<file path="config.mk">
export PLATFORM = sky130hd
export DESIGN_NAME = sat_mac_pipe
export DESIGN_NICKNAME = d
export VERILOG_FILES = /design/src/rtl/sat_mac_pipe.sv
export SDC_FILE = /design/constraint.sdc
export NUM_CORES = 2
export LEC_CHECK = 0
export CAP_MARGIN = 10
export CORE_MARGIN = 3
export CORE_UTILIZATION = 45
export DETAILED_ROUTE_END_ITERATION = 10
export PLACE_DENSITY = 0.67
export SLEW_MARGIN = 20
export SYNTH_ARGS = -nofsm -noshare
export SYNTH_HDL_FRONTEND = slang
export SYNTH_SLANG_ARGS = --single-unit
</file>
<file path="constraint.sdc">
create_clock -name clk -period 10.9 [get_ports clk]
set_clock_uncertainty 0.1 [all_clocks]
set_input_delay 2.18 -clock clk [delete_from_list [all_inputs] [get_ports clk]]
set_output_delay 2.18 -clock clk [all_outputs]
set_load 0.1 [all_outputs]
</file>
<file path="src/rtl/sat_mac_pipe.sv">
// Two-stage pipelined signed multiply / shift / round / accumulate with output saturation.
// Stage 1 registers the full-width product; stage 2 shifts, rounds, accumulates and clamps.
module sat_mac_pipe #(
   parameter int A_W   = 16,
   parameter int X_W   = 32,
   parameter int OUT_W = 32,
   parameter int FRAC  = 0
) (
   input  logic               clk,
   input  logic               rst_n,
   input  logic               in_valid,
   output logic               in_ready,
   input  logic [A_W-1:0]     a,
   input  logic [X_W-1:0]     x_in,
   input  logic               acc_mode,
   input  logic               acc_clr,
   input  logic               round_en,
   output logic               out_valid,
   input  logic               out_ready,
   output logic [OUT_W-1:0]   x_out,
   output logic               sat,
   output logic               sat_sticky,
   input  logic               sat_clr
);

   localparam int PW  = A_W + X_W;
   localparam int W   = PW + 1;
   localparam int HSH = (FRAC > 0) ? (FRAC - 1) : 0;

   localparam logic signed [W-1:0] ONE_W  = {{(W-1){1'b0}}, 1'b1};
   localparam logic signed [W-1:0] ZERO_W = {W{1'b0}};
   localparam logic signed [W-1:0] HALF_W = (FRAC > 0) ? (ONE_W <<< HSH) : ZERO_W;
   localparam logic signed [W-1:0] MAX_W  = (ONE_W <<< (OUT_W - 1)) - ONE_W;
   localparam logic signed [W-1:0] MIN_W  = ~MAX_W;
   localparam logic [OUT_W-1:0]    MAX_O  = {1'b0, {(OUT_W-1){1'b1}}};
   localparam logic [OUT_W-1:0]    MIN_O  = {1'b1, {(OUT_W-1){1'b0}}};

   logic                    s1_valid;
   logic signed [PW-1:0]    s1_prod;
   logic                    s1_acc_mode;
   logic                    s1_acc_clr;
   logic                    s1_round;
   logic [OUT_W-1:0]        acc;

   logic                    s2_adv;
   logic                    s1_adv;
   logic                    capture;
   logic signed [PW-1:0]    a_ext;
   logic signed [PW-1:0]    x_ext;
   logic signed [W-1:0]     prod_w;
   logic signed [W-1:0]     rnd_w;
   logic signed [W-1:0]     shift_w;
   logic signed [W-1:0]     base_w;
   logic signed [W-1:0]     sum_w;
   logic [OUT_W-1:0]        x_next;
   logic                    sat_next;

   assign s2_adv   = !out_valid || out_ready;
   assign s1_adv   = !s1_valid || s2_adv;
   assign in_ready = rst_n && s1_adv;
   assign capture  = s1_valid && s2_adv;

   // Sign-extend operands so the low PW bits of the product are exact.
   assign a_ext = {{X_W{a[A_W-1]}}, a};
   assign x_ext = {{A_W{x_in[X_W-1]}}, x_in};

   // Stage-2 datapath: widen, round, shift, accumulate and clamp.
   always_comb begin
      prod_w = {s1_prod[PW-1], s1_prod};
      if (s1_round) begin
         rnd_w = HALF_W;
      end else begin
         rnd_w = ZERO_W;
      end
      shift_w = (prod_w + rnd_w) >>> FRAC;
      if (s1_acc_mode && !s1_acc_clr) begin
         base_w = {{(W-OUT_W){acc[OUT_W-1]}}, acc};
      end else begin
         base_w = ZERO_W;
      end
      sum_w = base_w + shift_w;
      if (sum_w > MAX_W) begin
         x_next   = MAX_O;
         sat_next = 1'b1;
      end else if (sum_w < MIN_W) begin
         x_next   = MIN_O;
         sat_next = 1'b1;
      end else begin
         x_next   = sum_w[OUT_W-1:0];
         sat_next = 1'b0;
      end
   end

   // Pipeline registers, accumulator and sticky saturation flag.
   always_ff @(posedge clk) begin
      if (!rst_n) begin
         s1_valid    <= 1'b0;
         s1_prod     <= {PW{1'b0}};
         s1_acc_mode <= 1'b0;
         s1_acc_clr  <= 1'b0;
         s1_round    <= 1'b0;
         out_valid   <= 1'b0;
         x_out       <= {OUT_W{1'b0}};
         sat         <= 1'b0;
         sat_sticky  <= 1'b0;
         acc         <= {OUT_W{1'b0}};
      end else begin
         if (s1_adv) begin
            s1_valid <= in_valid;
            if (in_valid) begin
               s1_prod     <= a_ext * x_ext;
               s1_acc_mode <= acc_mode;
               s1_acc_clr  <= acc_clr;
               s1_round    <= round_en;
            end
         end
         if (s2_adv) begin
            out_valid <= s1_valid;
         end
         if (capture) begin
            x_out <= x_next;
            sat   <= sat_next;
            if (s1_acc_mode) begin
               acc <= x_next;
            end
         end
         // A new saturation outranks a simultaneous clear.
         if (capture && sat_next) begin
            sat_sticky <= 1'b1;
         end else if (sat_clr) begin
            sat_sticky <= 1'b0;
         end
      end
   end

endmodule

</file>
-- Yosys cells after proc, flatten, opt, wreduce, memory -nomap -nowiden
Index checks and enable logic that the tools add are counted.
- flip-flop bits (word level): 118
- input port bits: 56
- output and inout bits: 36
- logic and storage cells: 32
- $add $sub $neg: 1
- multipliers: 1
- magnitude comparators: 2
- mux-type cells: 7
- reductions and logical operators: 12
- operators by type and width (operator ; number):
    two-way mux 32 bit ; 2
    adder 49 x 48 -> 49 bit ; 1
    > comparator 49 x 32 -> 1 bit (second input constant) ; 1
    < comparator 49 x 32 -> 1 bit (second input constant) ; 1
    two-way mux 49 bit ; 1
    multiplier 16 x 32 -> 48 bit ; 1
    logical AND 1 bit ; 4
    two-way mux 1 bit ; 4
    AND reduction 2 bit ; 2
    logical NOT 1 bit ; 3
    logical OR 1 bit ; 2
    nonzero test 2 bit ; 1

-- Longest topological paths before layout
- depth in word-level cells: 9
- gate-level depth with buffers: 28
- depth with buffers taken out: 26

-- Worst setup path before layout
OpenSTA, ideal clock, no wires.
- path type: in2reg
- from: input port x_in[7]
- to: register s1_prod[47]
- setup time: 124 ps
- arrival time: 8148 ps
- setup slack: 2528 ps
- cell stages on the path: 25
- path buffers: 1
- cell sequence: clkbuf_1 -> nand2_1 -> fa_1 -> inv_1 -> fa_1 -> inv_1 -> fa_1 -> inv_1 -> fa_1 -> fa_1 -> inv_1 -> fa_1 -> inv_1 -> ha_1 -> nand3_1 -> a211oi_1 -> o21ai_0 -> a2111oi_0 -> o211ai_1 -> nand4_1 -> o211ai_1 -> o31ai_1 -> a41oi_1 -> mux2i_1 -> nand3_1
- cells in the longest elaborated chain, start to end: 1
- ends and longest elaborated chain (element ; line ; source):
    start, declared ; 14 ; input logic [X_W-1:0] x_in,
    multiplier 16 x 32 -> 48 bit ; 111 ; s1_prod <= a_ext * x_ext;
    end signal, assigned ; 98 ; s1_prod <= {PW{1'b0}};
    end signal, assigned ; 111 ;
    end, declared ; 39 ; logic signed [PW-1:0] s1_prod;
No other way between the ends.
A chain may end at the register's enable or synchronous reset.

-- Worst setup path after layout
- from: input port a[10]
- to: register s1_prod[47]
- cells in the longest elaborated chain, start to end: 1
- ends and longest elaborated chain (element ; line ; source):
    start, declared ; 13 ; input logic [A_W-1:0] a,
    multiplier 16 x 32 -> 48 bit ; 111 ;
No other way between the ends.

==> metrics.txt <==
max cap viols 0; Die H 245 µm; design area 27700 µm²; number of different library cells in the post-synthesis netlist 84; endpoint arrival time on the critical path 9.94 ns; final weighted congestion in routability-driven placement 0.904; slew margin rel. between 20% and 30%; top achievable clock speed 103 MHz; post-route non-filler standard cell count 3757; min cycle time layout 9.74 ns; count of buffers from port buffering 90; area fraction in compound gates after synthesis 12.2%; endpoint class of the critical path register; worst-path fanout max 18; clock tree from TritonCTS done; fraction of the mapped netlist area in adder cells 45.9%; clock transition at the registers of the reported paths 0.05 ns; most used cells in the layout excluding fill and tap cells 581 x sky130_fd_sc_hd__inv_1, 487 x sky130_fd_sc_hd__fa_1, 419 x sky130_fd_sc_hd__nand2_1, 239 x sky130_fd_sc_hd__and2_1, 162 x sky130_fd_sc_hd__ha_1; number of warning messages in the yosys log 0; final worst path period share 89.3%; first-pass GRT wire length around 110000 µm; iteration-0 DRC count of the detailed router 1079; deepest clock path buffer count 2; Clock Root Buffer sky130_fd_sc_hd__clkbuf_16; fraction of the yosys area taken by sequential cells 9.21%; Post-Route WL a little under 70000 µm; max-slew violation count 0; setup repair after global routing missed its margin false; clk sink count roughly 120; fraction of synthesized cell area in xor and xnor cells 2.83%; status complete, no violations; combinational family with the most area after synthesis adder cells; setup violators final 0; number of antenna violations at the first check in global routing 0; Num CTS Buffers 17; final setup TNS 0 ns; synthesized area divided by synthesized cell count between 8 and 9 µm²; number of cell rows 86; post-synthesis mux area share less than 1%; layout cells sized above 1 3.16%; Worst Hold Slack 0.358 ns; standard cell with the maximum stage delay on the critical path sky130_fd_sc_hd__clkdlybuf4s50_1; Netlist Area Pre-Place between 20000 and 30000 µm²; delay-heaviest family, CP adder cells; cells after synthesis around 3000; Skew-Pair Late Insertion Delay 0.42 ns; per-cell routed wire length ~18 µm; via count of the first global-routing pass 22300; die outline area approximately 60000 µm²; nets in the synthesized netlist 3714; maximum number of pins on one net before global-route repair 52; routed vias 20600; Post-DP Area 27100 µm²; worst stage delay on the critical path 0.95 ns; type of origin of the critical path input port; cell repeated most along the worst path sky130_fd_sc_hd__fa_1; Setup CP Type in -> reg; CTS hold repair buffers 0; count of antenna diodes in the layout 0; buffers inserted during post-CTS setup optimization 0; via-per-instance ratio 5.47; flip-flop cell with the highest count after synthesis sky130_fd_sc_hd__dfxtp_1; starting density of the core between 40% and 50%; final number of hold-violating endpoints 0; count of nets left with antenna violations after detail routing 0; remaining routing DRC violations 0; nets 3701; area of the core region 55700 µm²; top-level port count a little over 90; share of synthesized flip-flops with an asynchronous set or reset 0%; most frequent standard cell in the layout excluding fill and tap cells sky130_fd_sc_hd__inv_1; Crit path required time 11.10 ns; Die Wd 245 µm; global-route usage over all layers 23.4%; Hold Startpoint s1_acc_clr; post-synthesis simple-gate area fraction 18.4%; number of buffers and inverters on the critical path 6; hold crit path type reg -> reg; post-detailed-placement half-perimeter wirelength ~55000 µm; start point of the critical path a[10]; H-Tree Level Count 4; # resized after CTS 0; number of enable-type register cells in the synthesized netlist 0; growth of design area from synthesis to finish 7.85%; number of cells in the design after placement 3725; measured slew at the worst slew-check pin 1.05 ns; grt total ovfl 0; flip-flop and latch count after synthesis 118; DR pass1 iterations 5; launch instance of the worst register-to-register path s1_acc_mode
synth_stat cells (all sizes together) (27+ instances only):
master | number | area [µm²]
nor2 | 123 | 464
nand2 | 419 | 1570
and2 | 240 | 1500
a221o | 45 | 450
xnor2 | 59 | 517
o21ai | 70 | 350
nand3 | 36 | 180
clkbuf | 119 | 447
fa | 487 | 9750
ha | 162 | 2030
buf | 38 | 238
and3 | 30 | 193
dfxtp | 118 | 2360
a21o | 46 | 345
nand4 | 27 | 190
inv | 581 | 2180
a21oi | 139 | 733
path summary, 6_finish.rpt:
path | end | slack (ns) | depth (start not counted)
max reg2reg | x_out[7] | 4.92 | 15
min reg2reg | s1_acc_clr | 0.36 | 2
max | s1_prod[47] | 1.16 | 25
min | s1_acc_clr | 0.36 | 2
metal layers:
metal,share of wire [%],vias up,GRT usage [%]
met4,2.7,0,6.50
met1,43,10500,30.7
li1,-,9403,-
met2,51,569,41.6
met5,0,-,0
met3,4.2,129,1.86
cells by family (layout without fill, tap and decap cells):
logic type,count (synthesis),in the layout
AND/OR/NAND/NOR,966,966
adder cells (fa/ha/maj),649,649
XOR/XNOR,83,83
multiplexers,7,7
AO/OA/AOI/OAI,448,448
buffers and inverters,738,738
flip-flops,118,118
area by class of cell:
cell class	instances	area, µm²
tap	748	936
inverter	581	2180
multi-input combinational	2153	20400
clock inverter	12	153
clock buffer	20	437
sequential	118	2360
timing repair buffer	125	1160
fill	5285	28100
per-stage QoR:
| stage | worst slack, ns | util, % |
|---|---|---|
| finish | 1.16 | 49.6 |
| detailed placement | 0.741 | 48.6 |
| global placement | 0.856 | 48.6 |
| CTS | 1.12 | 49.6 |
| floorplan | 2.53 | - |
| global route | 0.689 | 49.6 |
tightest hold or removal path: stages (launching register included):
cell	delay (ns)
sky130_fd_sc_hd__dfxtp_1	0.31
sky130_fd_sc_hd__nand2_1	0.05
sky130_fd_sc_hd__a21oi_1	0.05
flip-flops by register name (all words and copies together), names as in the netlist:
| signal | count |
|---|---|
| s1_acc_mode | 1 |
| acc | 32 |
| sat_sticky | 1 |
| s1_prod | 48 |
| s1_valid | 1 |
| out_valid | 1 |
| sat | 1 |
| x_out | 32 |
| s1_acc_clr | 1 |
Power is not shown: default switching activity piles up to over one toggle a cycle in this logic, so the estimate is an artifact.
